File: src/rtl/sensor_frame_reader.sv
// Sweeps the sensor register file once per start request and streams the result as a
// framed packet (sync, sequence, payload, checksum) over a valid/ready byte interface.
module sensor_frame_reader #(
  parameter int unsigned FIRST_ADDR = 1,
  parameter int unsigned LAST_ADDR  = 23,
  parameter logic [7:0]  SYNC0      = 8'hAA,
  parameter logic [7:0]  SYNC1      = 8'h55
) (
  input  logic       clk,
  input  logic       rst,
  input  logic       start,
  output logic [7:0] addr,
  input  logic [7:0] data_in,
  output logic [7:0] tx_data,
  output logic       tx_valid,
  input  logic       tx_ready,
  output logic       busy,
  output logic       frame_done,
  output logic       start_dropped,
  output logic [7:0] seq
);

  localparam logic [7:0] FirstAddr = FIRST_ADDR[7:0];
  localparam logic [7:0] LastAddr  = LAST_ADDR[7:0];

  typedef enum logic [2:0] {
    StIdle,
    StHdr0,
    StHdr1,
    StHseq,
    StRaddr,
    StSend,
    StChk
  } state_e;

  state_e     state_q;
  logic [7:0] acc_q;
  logic       xfer;

  assign xfer = tx_valid && tx_ready;

  always_ff @(posedge clk) begin
    if (rst) begin
      state_q       <= StIdle;
      addr          <= '0;
      tx_data       <= '0;
      tx_valid      <= 1'b0;
      busy          <= 1'b0;
      frame_done    <= 1'b0;
      start_dropped <= 1'b0;
      seq           <= '0;
      acc_q         <= '0;
    end else begin
      frame_done    <= 1'b0;
      // The frame_done cycle still counts as part of the finishing frame.
      start_dropped <= start && ((state_q != StIdle) || frame_done);
      unique case (state_q)
        StIdle: begin
          addr <= '0;
          busy <= 1'b0;
          if (start && !frame_done) begin
            tx_data  <= SYNC0;
            tx_valid <= 1'b1;
            busy     <= 1'b1;
            acc_q    <= '0;
            state_q  <= StHdr0;
          end
        end
        StHdr0: begin
          if (xfer) begin
            tx_data <= SYNC1;
            state_q <= StHdr1;
          end
        end
        StHdr1: begin
          if (xfer) begin
            tx_data <= seq;
            acc_q   <= seq;
            state_q <= StHseq;
          end
        end
        StHseq: begin
          if (xfer) begin
            tx_valid <= 1'b0;
            addr     <= FirstAddr;
            state_q  <= StRaddr;
          end
        end
        StRaddr: begin
          tx_data  <= data_in;
          acc_q    <= acc_q + data_in;
          tx_valid <= 1'b1;
          state_q  <= StSend;
        end
        StSend: begin
          if (xfer) begin
            if (addr == LastAddr) begin
              // acc already holds seq plus every payload byte
              tx_data <= 8'd0 - acc_q;
              addr    <= '0;
              state_q <= StChk;
            end else begin
              tx_valid <= 1'b0;
              addr     <= addr + 8'd1;
              state_q  <= StRaddr;
            end
          end
        end
        StChk: begin
          if (xfer) begin
            tx_valid   <= 1'b0;
            frame_done <= 1'b1;
            busy       <= 1'b0;
            seq        <= seq + 8'd1;
            state_q    <= StIdle;
          end
        end
        default: state_q <= StIdle;
      endcase
    end
  end

endmodule

File: config.mk
export PLATFORM = sky130hd
export DESIGN_NAME = sensor_frame_reader
export DESIGN_NICKNAME = d
export VERILOG_FILES = /design/src/rtl/sensor_frame_reader.sv
export SDC_FILE = /design/constraint.sdc
export NUM_CORES = 1
export LEC_CHECK = 0
export BUFFER_PORTS_ARGS = -buffer_cell sky130_fd_sc_hd__buf_2
export CAP_MARGIN = 0
export CELL_PAD_IN_SITES_DETAIL_PLACEMENT = 1
export CELL_PAD_IN_SITES_GLOBAL_PLACEMENT = 1
export CORE_MARGIN = 2
export CORE_UTILIZATION = 40
export CTS_BUF_LIST = sky130_fd_sc_hd__clkbuf_4 sky130_fd_sc_hd__clkbuf_8
export DETAILED_ROUTE_END_ITERATION = 7
export HOLD_SLACK_MARGIN = 0.05
export PLACE_DENSITY = 0.77
export SLEW_MARGIN = 20
export SYNTH_ARGS = -nofsm -noshare
export SYNTH_HDL_FRONTEND = slang
export SYNTH_SLANG_ARGS = --single-unit
File: constraint.sdc
create_clock -name clk -period 2.2 [get_ports clk]
set_clock_uncertainty 0.2 [all_clocks]
set_input_delay 0.44 -clock clk [delete_from_list [all_inputs] [get_ports clk]]
set_output_delay 0.44 -clock clk [all_outputs]
set_load 0.005 [all_outputs]
==> flow_summary.yaml, run 1 <==
run_status:
  status: "finished clean"
clocking:
  post_cts.resized_instances: 0
  root_buffer: "clkbuf_8"
  clk_pin_slew_ns: 0.08
  cts_hold_buf: 0
  cts_setup_buffers: 0
  worstSkewPairLatency_ns: 0.29
  cts_tree: "built"
  cts_buffer_depth: 2
  cts_buffers: 5
  htreeDepth: 2
  cts.sink_count: 39
global_route:
  antenna_found_initial: 0
  top_usage_layer: "met2"
  overflow: 0
  gr-usage-met2: 0.389
  grt_pass1_vias: 2421
  grt_max_degree: 36
  grt_util_met1: 0.312
  grt_usage: 0.232
  grt_pass1_wl_um: 12000
  use_met3: 0.0308
layout:
  layout.nets: 385
  diodes: 0
  synthToLayoutAreaGrowth_pct: 23.2
  utilization: 0.507
  fillers: 727
  drive_above_1_share: 0.259
sta:
  final_max_slew_viol_count: 0
  rsz0062_at_grt: "false"
  setup_viol: 0
  fin_crit_sh: 0.947
  slew_headroom: 0.512
  fin_crit_ns: 2.08
  max_freq_mhz: 480
  hold_viol: 0
  worstMarginPinSlew_ns: 0.731
logic_synthesis:
  synth_area_sq_um: 2420
  ys_seq_area_frac: 0.322
  synth_area_leaders: "dfxtp_1 32%, nor2_1 5.9%, ha_1 5.2%"
  synth.distinct_cells: 59
  syn_nets: 320
  yosysTopAreaCell: "dfxtp_1"
  async_reset_ff_frac: 0
  postSynthAreaPerCell_sq_um: 8.16
  yosys_warnings: 0
  yosys.cell_count.top_type: "dfxtp_1"
  yosys-top-cells-count: "39 x dfxtp_1, 38 x nor2_1, 21 x a21oi_1"
  ys_seq_elements: 39
  synthFlopType: "dfxtp_1"
  synth_cells: 297
  synth_edf_count: 0
  yosys.area.top_type_share: 0.322
die:
  die_w_um: 81.8
  initial_core_util: 0.412
  coreArea_sq_um: 5890
  die-area_sq_um: 6700
  io_pins: 40
  die_y_um: 81.8
  core.rowCount: 28
worst_hold_path:
  hold_class: "in -> reg"
  min_from: "start"
  holdPathStages: 2
  worstHoldEndpoint: "start_dropped"
placed_design:
  hpwlAfterDp_um: 5700
  port_buffers: 39
  place_congestion: 0.922
critical_path:
  crit_chain: "ha_1 > nand3_1 > or3_4 > and4_1 > o31a_1 > a211oi_2"
  cpPeakStageDelay_ns: 0.36
  rrSetupSlack_ns: 0.12
  cp_top_family: "simple AND/OR/NAND/NOR gates"
  rr_startpoint: "acc_q[6]"
  reg2reg_to: "acc_q[7]"
  path_class: "reg -> reg"
  cp-start-kind: "flop"
  crit_fanout: 4
  crit_slowest_cell: "dfxtp_1"
  cp.arrival_ns: 2.09
  cp_data_required_time_ns: 2.21
  path_buf_inv: 0
  worstRegToRegCells: 6
  end_kind: "flop"
detailed_routing:
  wire_per_inst_um: 17.5
  first_iter_violations: 145
  dr.pass1.iters: 4
  via_per_inst: 5.78
  ant_nets: 0
  vias: 2531
  drcViolationCount: 0
  routed_wl_um: 7650
power:
  ir_drop_mv: 0.379
  powerDensity_nw_per_um2: 630
  power_mw: 1.88
  power.share.clock: 0.275
  cellLeakagePower_nw: 1.27
  seq_power_share: 0.421
  p_sw_mw: 0.624
  p_comb_frac: 0.303
  sw_frac_of_total: 0.332
  p_int_mw: 1.26
flow_run:
  maxCapViolCount: 0
-- power groups by stage --
stage          clock network [mW]  logic, mW  registers (mW)
2_1_floorplan                   0      0.356           0.809
3_3_place_gp                    0      0.541           0.807
3_5_place_dp                    0      0.560           0.810
4_1_cts                     0.521      0.565           0.793
5_1_grt                     0.551      0.626           0.799
6_report                    0.518      0.571           0.793
-- cell families after synthesis --
logic type / Yosys count / share of synthesized area
buffers and inverters: 23 / 0.0511
adder cells (fa/ha/maj): 11 / 0.0599
flip-flops: 39 / 0.322
multiplexers: 1 / 0.00413
AND/OR/NAND/NOR: 118 / 0.250
AO/OA/AOI/OAI: 84 / 0.236
XOR/XNOR: 21 / 0.0759
-- registers in the layout (all words and copies together) (netlist names) --
register,cells
acc_q,8
addr,8
seq,8
tx_data,8
state_q,3
busy,1
frame_done,1
start_dropped,1
tx_valid,1
-- how the worst max path moves through the flow --
| stage | from | end | slack (ns) | cells after the start |
|---|---|---|---|---|
| 2_1_floorplan | data_in[3] | acc_q[7] | 0.12 | 6 |
| 3_3_place_gp | data_in[1] | acc_q[7] | -0.04 | 7 |
| 3_5_place_dp | data_in[1] | acc_q[7] | -0.12 | 7 |
| 4_1_cts | acc_q[6] | acc_q[7] | 0.09 | 6 |
| 5_1_grt | acc_q[6] | acc_q[7] | 0.02 | 6 |
| 6_report | acc_q[6] | acc_q[7] | 0.12 | 6 |
-- metrics by stage --
| step | cell area (sq um) | cells | setup TNS (ns) | setup WS (ns) | hold slack (ns) |
|---|---|---|---|---|---|
| after floorplan | 2420 | 297 | 0 | 0.120 | 0.253 |
| after global placement | 2890 | 430 | -0.0632 | -0.0380 | 0.242 |
| after detailed placement | 2890 | 430 | -0.260 | -0.118 | 0.250 |
| after CTS | 2980 | 438 | 0 | 0.0870 | 0.220 |
| after global routing | 2990 | 438 | 0 | 0.0166 | 0.229 |
| final | 2990 | 438 | 0 | 0.118 | 0.221 |
-- cells in the final DEF, fill, tap and decap left out, drive strengths merged, types with 2 or more instances in the layout --
cell,count
nor3b,2
nor2,40
dfxtp,39
a21oi,21
xnor2,7
nor3,11
a21o,5
xor2,14
nor4,4
o21ai,11
o2bb2ai,2
inv,8
nand3,9
a211oi,13
nand2,19
or3,3
clkbuf,7
and3,4
nand2b,7
and4,3
nor2b,3
ha,10
a31oi,5
o22ai,3
a22oi,11
buf,73
nand4,6
a311oi,2
-- final cells by class --
class / count / area [sq um] / area share
multi-input cells: 235 / 1530 / 0.512
flip-flops and latches: 39 / 781 / 0.262
clock inverters: 1 / 5.00 / 0.00168
clock buffers: 7 / 83.8 / 0.0281
inverters: 8 / 30.0 / 0.0101
repair buffers: 73 / 463 / 0.155
well taps: 75 / 93.8 / 0.0314
-- layer usage --
metal / vias up / share of wire / wire length (um)
met4: 0 / 0.012 / 91
met1: 1249 / 0.49 / 3730
met5: - / 0 / 0
li1: 1219 / - / -
met3: 6 / 0.032 / 242
met2: 57 / 0.47 / 3590
(Power assumes the default switching activity.)
==> run 2: changes to the inputs <==
--- a/config.mk
+++ b/config.mk
@@ -12,7 +12,9 @@
 export CORE_MARGIN = 2
 export CORE_UTILIZATION = 40
 export CTS_BUF_LIST = sky130_fd_sc_hd__clkbuf_4 sky130_fd_sc_hd__clkbuf_8
+export CTS_CLUSTER_SIZE = 24
 export DETAILED_ROUTE_END_ITERATION = 7
+export GPL_TIMING_DRIVEN = 0
 export HOLD_SLACK_MARGIN = 0.05
 export PLACE_DENSITY = 0.77
 export SLEW_MARGIN = 20
==> flow_summary.yaml, run 2 (synthesis results as in run 1) <==
flow_run:
  maxCapViolCount: 0
die:
  coreArea_sq_um: 5890
  die_y_um: 81.8
  core.rowCount: 28
  initial_core_util: 0.412
  io_pins: 40
  die-area_sq_um: 6700
  die_w_um: 81.8
sta:
  hold_viol: 0
  fin_crit_sh: 0.966
  worstMarginPinSlew_ns: 0.658
  final_max_slew_viol_count: 0
  slew_headroom: 0.559
  setup_ws_ns: 0.0745
  rsz0062_at_grt: "true"
  fin_crit_ns: 2.13
  max_freq_mhz: 470
  setup_viol: 0
critical_path:
  crit_fanout: 8
  cp_top_family: "compound AO/OA/AOI/OAI gates"
  crit_slowest_cell: "a221o_1"
  cp-start-kind: "flop"
  path_class: "reg -> reg"
  cp_data_required_time_ns: 2.22
  path_buf_inv: 1
  cpPeakStageDelay_ns: 0.35
  crit_chain: "clkbuf_1 > a21oi_1 > o21ai_0 > nand3_2 > a221o_1 > a21oi_1"
  end_kind: "flop"
  cp.arrival_ns: 2.15
  crit_top_cell: "a21oi_1"
detailed_routing:
  drcViolationCount: 0
  routed_wl_um: 7830
  ant_nets: 0
  wire_per_inst_um: 18.7
  dr.pass1.iters: 4
  vias: 2500
  via_per_inst: 5.98
  first_iter_violations: 199
placed_design:
  place_congestion: 0.880
  port_buffers: 38
  place_area_sq_um: 2710
  hpwlAfterDp_um: 5630
  dpl_worst_slack_ns: -0.175
worst_hold_path:
  hold_class: "in -> reg"
layout:
  layout.nets: 365
  diodes: 0
  drive_above_1_share: 0.242
  fillers: 744
  stdcell_area_sq_um: 2950
  synthToLayoutAreaGrowth_pct: 21.8
  layout_commonest_cell: "buf_2"
  layout_common_cells: "41 x buf_2, 37 x nor2_1, 35 x dfxtp_1"
power:
  power_mw: 2.09
  cellLeakagePower_nw: 1.17
  powerDensity_nw_per_um2: 709
  ir_drop_mv: 0.345
global_route:
  grt_usage: 0.245
  grt_pass1_wl_um: 12400
  antenna_found_initial: 0
  grt_pass1_vias: 2357
  grt_max_degree: 13
  overflow: 0
clocking:
  cts_setup_buffers: 0
  htreeDepth: 2
  cts_hold_buf: 0
  clk_pin_slew_ns: 0.08
  cts.sink_count: 39
  worstSkewPairLatency_ns: 0.30
  root_buffer: "clkbuf_8"
  cts_buffer_depth: 2
  cts_tree: "built"
  cts_buffers: 5
run_status:
  status: "finished clean"
==> run 2: cell count changes in the layout (fill, tap and decap cells not counted), sizes merged <==
cell | before | now
buf | 73 | 48
bufinv | 0 | 2
clkbuf | 7 | 11
clkinv | 1 | 0
==> run 2: stage by stage <==
stage                     cells  setup TNS, ns   util  hold WS, ns
after floorplan             297              0      -        0.253
after global placement      410         -0.320  0.460        0.246
after detailed placement    410         -0.417  0.460        0.265
after CTS                   418              0  0.488        0.181
after global routing        418       -0.00417  0.501        0.191
final                       418              0  0.501        0.182
==> run 2: final timing paths <==
| check | start | to | slack, ns | cells past startpoint |
|---|---|---|---|---|
| worst max-delay path | tx_valid | tx_data[1] | 0.07 | 6 |
| worst min-delay path | rst | acc_q[5] | 0.18 | 2 |
| worst max register to register | tx_valid | tx_data[1] | 0.07 | 6 |
| worst min register to register | tx_data[1] | tx_data[1] | 0.27 | 2 |
==> run 2: what timing repair did <==
item                                   in CTS  in global routing
setup endpoints to repair                   1                  8
pin swaps                                   0                  1
gates resized for setup                     4                 16
endpoints found under the hold margin       0                  0
==> run 2: layout make-up <==
cell class | count | area (sq um) | area share
Buffer | 15 | 93.8 | 0.0318
Multi-Input combinational cell | 235 | 1620 | 0.549
Clock inverter | 2 | 60.1 | 0.0203
Tap cell | 75 | 93.8 | 0.0318
Timing Repair Buffer | 38 | 190 | 0.0644
Clock buffer | 6 | 76.3 | 0.0259
Inverter | 8 | 30.0 | 0.0102
Sequential cell | 39 | 788 | 0.267
==> run 2: metal layers <==
layer | vias to the layer above | share of wire | global-route usage
li1 | 1178 | - | -
met3 | 9 | 0.055 | 0.0352
met1 | 1226 | 0.47 | 0.330
met4 | 0 | 0.014 | 0.0700
met2 | 87 | 0.46 | 0.406
met5 | - | 0 | 0
==> run 2: where the power goes <==
| part | internal (mW) | switching [mW] |
|---|---|---|
| combinational | 0.238 | 0.307 |
| sequential | 0.756 | 0.0518 |
| clock | 0.466 | 0.275 |
